$ cat src/rtl/rtc_dato_captura.sv
// rtc_dato_captura
// Downstream companion of the RTC read sequencer.
//  - Decodes the one-hot dir_* selects into the address/command byte for the
//    RTC multiplexed A/D bus (bus_out, combinational). bus_oe follows
//    buffer_activo.
//  - Captures bus_in into per-field shadow registers while the matching
//    *_in strobe is high. A field counts as captured when its strobe falls.
//  - On the rising edge of ready, validates the whole frame and commits it
//    atomically to the field outputs. On a commit, valido is set and
//    actualizado pulses. A rejected frame pulses error instead.
// Ports: clk, reset (async, active-high), bus_in/bus_out/bus_oe/buffer_activo
//   (A/D bus), dir_* (address selects), *_in (data strobes), ready (frame
//   complete level), seg..thora (committed BCD fields), valido, actualizado,
//   error.
// Handshake: ready is a level owned by the sequencer. Only its 0->1 edge
//   starts a check. After the check the block waits for ready to drop before
//   it accepts a new frame.
// Optional feature: define RTC_RANGO_CHECK_EN to add per-field range limits
//   on top of the per-nibble BCD check.
// Debug: the FSM state is held in state_q (type state_t).
module rtc_dato_captura #(
  parameter int W_DATO = 8
) (
  input  logic              clk,
  input  logic              reset,
  input  logic [W_DATO-1:0] bus_in,
  output logic [W_DATO-1:0] bus_out,
  input  logic              buffer_activo,
  output logic              bus_oe,
  input  logic              dir_com_cyt,
  input  logic              dir_seg,
  input  logic              dir_min,
  input  logic              dir_hora,
  input  logic              dir_dia,
  input  logic              dir_mes,
  input  logic              dir_anio,
  input  logic              dir_tseg,
  input  logic              dir_tmin,
  input  logic              dir_thora,
  input  logic              seg_in,
  input  logic              min_in,
  input  logic              hora_in,
  input  logic              dia_in,
  input  logic              mes_in,
  input  logic              anio_in,
  input  logic              tseg_in,
  input  logic              tmin_in,
  input  logic              thora_in,
  input  logic              ready,
  output logic [W_DATO-1:0] seg,
  output logic [W_DATO-1:0] min,
  output logic [W_DATO-1:0] hora,
  output logic [W_DATO-1:0] dia,
  output logic [W_DATO-1:0] mes,
  output logic [W_DATO-1:0] anio,
  output logic [W_DATO-1:0] tseg,
  output logic [W_DATO-1:0] tmin,
  output logic [W_DATO-1:0] thora,
  output logic              valido,
  output logic              actualizado,
  output logic              error
);

  localparam int NF = 9;

  typedef enum logic [1:0] {S_IDLE, S_COLLECT, S_CHECK, S_WAIT} state_t;

  state_t state_q, state_d;

  // Field index order: seg, min, hora, dia, mes, anio, tseg, tmin, thora.
  logic [NF-1:0] strobe;
  logic [9:0]    dir_sel;
  logic          dir_multi;
  logic          strobe_multi;
  logic          ready_rise;
  logic          frame_ok;

  logic [NF-1:0]     strobe_q;
  logic              ready_q;
  logic [NF-1:0]     flags_q, flags_d;
  logic              conflict_q, conflict_d;
  logic [W_DATO-1:0] shadow_q [NF];
  logic [W_DATO-1:0] shadow_d [NF];
  logic [W_DATO-1:0] field_q [NF];
  logic [W_DATO-1:0] field_d [NF];
  logic              valido_q, valido_d;
  logic              actualizado_q, actualizado_d;
  logic              error_q, error_d;

  assign strobe  = {thora_in, tmin_in, tseg_in, anio_in, mes_in, dia_in,
                    hora_in, min_in, seg_in};
  assign dir_sel = {dir_thora, dir_tmin, dir_tseg, dir_anio, dir_mes, dir_dia,
                    dir_hora, dir_min, dir_seg, dir_com_cyt};

  // x & (x-1) is non-zero exactly when two or more bits are set.
  assign dir_multi    = |(dir_sel & (dir_sel - 10'd1));
  assign strobe_multi = |(strobe & (strobe - 9'd1));
  assign ready_rise   = ready & ~ready_q;
  assign bus_oe       = buffer_activo;

  // When no conflict is present at most one select is high, so the
  // priority order of this chain does not matter.
  always_comb begin
    bus_out = '0;
    if (!dir_multi) begin
      if      (dir_com_cyt) bus_out = W_DATO'(8'hF0);
      else if (dir_seg)     bus_out = W_DATO'(8'h21);
      else if (dir_min)     bus_out = W_DATO'(8'h22);
      else if (dir_hora)    bus_out = W_DATO'(8'h23);
      else if (dir_dia)     bus_out = W_DATO'(8'h24);
      else if (dir_mes)     bus_out = W_DATO'(8'h25);
      else if (dir_anio)    bus_out = W_DATO'(8'h26);
      else if (dir_tseg)    bus_out = W_DATO'(8'h41);
      else if (dir_tmin)    bus_out = W_DATO'(8'h42);
      else if (dir_thora)   bus_out = W_DATO'(8'h43);
    end
  end

  function automatic logic field_ok(input int idx, input logic [W_DATO-1:0] v);
    logic [7:0] b;
    logic       ok;
    b  = v[7:0];
    ok = (b[3:0] <= 4'd9) && (b[7:4] <= 4'd9);
`ifdef RTC_RANGO_CHECK_EN
    case (idx)
      0, 1, 6, 7: ok = ok && (b <= 8'h59);
      2, 8:       ok = ok && (b <= 8'h23);
      3:          ok = ok && (b >= 8'h01) && (b <= 8'h31);
      4:          ok = ok && (b >= 8'h01) && (b <= 8'h12);
      default:    ok = ok && (b <= 8'h99);
    endcase
`else
    if (idx < 0) ok = 1'b0;
`endif
    return ok;
  endfunction

  always_comb begin
    frame_ok = (&flags_q) && !conflict_q;
    for (int i = 0; i < NF; i++) begin
      frame_ok = frame_ok && field_ok(i, shadow_q[i]);
    end
  end

  always_comb begin
    state_d       = state_q;
    flags_d       = flags_q;
    conflict_d    = conflict_q;
    shadow_d      = shadow_q;
    field_d       = field_q;
    valido_d      = valido_q;
    actualizado_d = 1'b0;
    error_d       = 1'b0;

    // Capture also runs in IDLE so the first strobe cycle of a frame,
    // which is what moves the FSM to COLLECT, is not lost.
    if ((state_q == S_IDLE || state_q == S_COLLECT) && !strobe_multi) begin
      for (int i = 0; i < NF; i++) begin
        if (strobe[i]) shadow_d[i] = bus_in;
      end
    end

    if (state_q != S_CHECK && (strobe_multi || dir_multi)) conflict_d = 1'b1;

    case (state_q)
      S_IDLE: begin
        flags_d = '0;
        if (ready_rise)                  state_d = S_CHECK;
        else if (|strobe || dir_com_cyt) state_d = S_COLLECT;
      end
      S_COLLECT: begin
        // A strobe falling in the ready-rise cycle still lands in this frame.
        flags_d = flags_q | (strobe_q & ~strobe);
        if (ready_rise) state_d = S_CHECK;
      end
      S_CHECK: begin
        if (frame_ok) begin
          field_d       = shadow_q;
          valido_d      = 1'b1;
          actualizado_d = 1'b1;
        end else begin
          error_d = 1'b1;
        end
        flags_d    = '0;
        conflict_d = 1'b0;
        state_d    = S_WAIT;
      end
      default: begin
        if (!ready) state_d = S_IDLE;
      end
    endcase
  end

  always_ff @(posedge clk or posedge reset) begin
    if (reset) begin
      state_q       <= S_IDLE;
      strobe_q      <= '0;
      ready_q       <= 1'b0;
      flags_q       <= '0;
      conflict_q    <= 1'b0;
      valido_q      <= 1'b0;
      actualizado_q <= 1'b0;
      error_q       <= 1'b0;
      for (int i = 0; i < NF; i++) begin
        shadow_q[i] <= '0;
        field_q[i]  <= '0;
      end
    end else begin
      state_q       <= state_d;
      strobe_q      <= strobe;
      ready_q       <= ready;
      flags_q       <= flags_d;
      conflict_q    <= conflict_d;
      valido_q      <= valido_d;
      actualizado_q <= actualizado_d;
      error_q       <= error_d;
      shadow_q      <= shadow_d;
      field_q       <= field_d;
    end
  end

  assign seg         = field_q[0];
  assign min         = field_q[1];
  assign hora        = field_q[2];
  assign dia         = field_q[3];
  assign mes         = field_q[4];
  assign anio        = field_q[5];
  assign tseg        = field_q[6];
  assign tmin        = field_q[7];
  assign thora       = field_q[8];
  assign valido      = valido_q;
  assign actualizado = actualizado_q;
  assign error       = error_q;

endmodule

$ cat config.mk
export PLATFORM = sky130hd
export DESIGN_NAME = rtc_dato_captura
export DESIGN_NICKNAME = d
export VERILOG_FILES = /design/src/rtl/rtc_dato_captura.sv
export SDC_FILE = /design/constraint.sdc
export NUM_CORES = 1
export LEC_CHECK = 0
export CORE_ASPECT_RATIO = 0.8
export CORE_UTILIZATION = 25
export CTS_CLUSTER_SIZE = 24
export DETAILED_ROUTE_END_ITERATION = 10
export GPL_ROUTABILITY_DRIVEN = 1
export SLEW_MARGIN = 10
export SYNTH_ARGS = -nofsm -noshare
export SYNTH_HDL_FRONTEND = slang
export SYNTH_SLANG_ARGS = --single-unit
$ cat constraint.sdc
create_clock -name clk -period 15.3 [get_ports clk]
set_input_delay 3.06 -clock clk [delete_from_list [all_inputs] [get_ports clk]]
set_output_delay 3.06 -clock clk [all_outputs]
set_load 0.005 [all_outputs]
==> metrics <==
CTS sink count 169; FP Rows 53; Worst Path Arrival 5.84 ns; busiest grt layer met2; Synth Area in Simple Gates 6.08%; Synth area leaders dfrtp_1 (62%), mux2_2 (23%), mux2_4 (1.7%); # diodes 0; sequential fraction of the synthesis area 61.6%; final antenna-violating net count 0; max incr delay on CP 0.60 ns; Worst Path Required 12.24 ns; gp weighted congestion 0.761; worst rel slew slack 37.0%; Final Setup Violations 0; Synth Area in XOR/XNOR 0%; maximum fanout along the worst path 7; slew of the pin with the lowest slew margin 0.946 ns; post-layout min period 8.90 ns; Max Cap Viol 0; DIE AREA 28,200 µm²; Adder-Cell Fraction of Synth Area 1.20%; Synth top cells by count dfrtp_1 (169), mux2_2 (138), o21ai_0 (21); cts hold-fix bufs 0; total power 0.00105 W; Hold Path Class reg -> reg; Synth top area share 61.6%; reg-to-reg setup timing slack 12.35 ns; Root Buffer clkbuf_16; worst r2r src shadow_q[57]; Critical Path End Type primary output; Post-synth ARST share 100%; Initial Util 25.8%; count leader, synth dfrtp_1; synth warn 0; mux cell area share after synthesis 24.4%; worst vdd ir 0.0685 mV; grt ovf 0; Pins Over Slew Limit 0; Buffers on Ports 111; global-route wire length before repair 26,300 µm; area leader, netlist dfrtp_1; total global-route track usage 12.6%; Setup TNS Final 0 ns; critical path's slowest cell or4_4; Max Freq 0.112 GHz; final hold violations 0; fill count 2,645; Yosys reg bits 169; status finished clean; GR Layer Usage met3 3.43%; RSZ-0062 raised after global routing no; multi-input logic area 2540 µm²; worst-skew pair later-pin latency 0.44 ns; routed wire length 16,700 µm; reg2reg end seg[1]; chip width 187 µm; Hold EP valido; WS Path Type in -> out; chip height 150 µm; main combinational cell family by area after synthesis multiplexers; Clk pin slew, worst setup/hold paths 0.07 ns; Reg2Reg Depth 6; distinct cell type count after synthesis 45; Post-synth EDFFs 0; worst hold start valido; CTS resizes 0; H-tree level count 4; Clock Path Buffers 2; post-synth net total 507; Area Growth Syn to Fin 30.3%; FF+latch area 4230 µm²; io pins 115; initial antenna violation count 2; DRT iter0 DRCs 158; leakage 4.18 nW; largest net degree at the start of global routing 103; M1 GR Usage 17.4%; Post CTS Setup Buffer Count 0; number of iterations in the first detailed-routing pass 4; core area 26,700 µm²; dpl hpwl 11,300 µm; most frequent CP cell clkdlybuf4s50_1; skew final 0.0130 ns; Final #Nets 625; syn_area_per_cell 14.6 µm²; vias 4,235; via count of the first global-routing pass 4,375; critical path cell sequence clkdlybuf4s50_1 > or4_4 > a2111oi_0 > a211o_1 > nand3_1 > a211oi_1 > clkdlybuf4s50_1; drt via density 4.42; Synth Area in Compound Gates 5.03%; Critical Path Start Type input pin; Hold Crit Depth 1; GR Util met2 19.1%; # DRC 0; Cells after Synth 471; TritonCTS clock tree built; synthesized area 6870 µm²; Routed WL per cell 17.5 µm; Synth Flop Type dfrtp_1; period utilization 58.2%; layout cells sized above 1 31.9%; total CTS buffers 17; PD cells 117 nW/µm²
==> cell usage in the layout (no fill, tap or decap), types with 7 or more instances in the layout <==
| master | instances |
|---|---|
| dfrtp_1 | 169 |
| mux2_2 | 138 |
| clkdlybuf4s50_1 | 111 |
| o21ai_0 | 21 |
| clkbuf_16 | 17 |
| nor2_1 | 16 |
| o21a_1 | 11 |
| nand2_1 | 10 |
| inv_1 | 9 |
| nor3b_1 | 9 |
| mux2_4 | 8 |
| nor3_1 | 7 |
| a21oi_1 | 7 |
| nand3_2 | 7 |
| clkinv_4 | 7 |
==> per-stage QoR <==
step / worst slack (ns) / hold WS (ns) / std cells / util, % / cell area, µm²
after floorplan: 7.66 / 0.456 / 471 / - / 6870
after global placement: 6.57 / 0.451 / 927 / 31.4 / 8380
final: 6.40 / 0.481 / 959 / 33.6 / 8950
after global routing: 6.30 / 0.507 / 959 / 33.6 / 8950
after detailed placement: 6.45 / 0.464 / 927 / 31.4 / 8380
after CTS: 6.45 / 0.485 / 959 / 33.6 / 8950
==> kinds of logic (layout without fill, tap and decap cells) <==
logic type                 count (synthesis)  in the layout
DFF                                      169            169
AOI/OAI and AO/OA                         55             55
muxes                                    146            146
buffers and inverters                     24            155
other                                      1              1
adders and majority gates                  7              7
and+or+nand+nor                           69             69
==> routing by layer <==
layer,vias up,share of wire (%)
met2,92,44
met5,-,0
met4,0,1.5
met1,2180,50
li1,1944,-
met3,19,4.8
==> cell type report <==
class                      instances  share of cell area [%]
clock buffer                      18                    4.79
clock inverter                    14                    1.58
inverter                          10                   0.475
multi-input combinational        278                    28.3
sequential                       169                    47.2
tap                              357                    4.99
timing repair buffer             113                    12.6
==> worst max path at each step <==
stage,startpoint,end,slack (ns),depth (start not counted)
global placement,dir_min,bus_out[1],6.57,7
CTS,dir_min,bus_out[1],6.45,7
detailed placement,dir_min,bus_out[1],6.45,7
finish,dir_min,bus_out[1],6.40,7
global route,dir_min,bus_out[1],6.30,7
floorplan,reset,actualizado,7.66,1
==> state kept, by name, summed over array words and instances, names as in the netlist <==
signal       cells
ready_q          1
error            1
state_q          2
strobe_q         9
tseg             8
shadow_q        72
thora            8
conflict_q       1
min              8
actualizado      1
valido           1
anio             8
seg              8
dia              8
tmin             8
mes              8
flags_q          9
hora             8
==> worst max-delay path: cells and delay by family <==
kind	cells	cell delay [ns]
AND/OR/NAND/NOR	2	0.81
buffers and inverters	2	1.07
AO/OA/AOI/OAI	3	0.89
==> where the power goes <==
group          internal (W)  switching [W]
Clock              0.000228       0.000194
Sequential         0.000483      0.0000233
Combinational     0.0000560      0.0000625
Total              0.000766       0.000280
No activity file was read; power rests on OpenSTA's default activity.
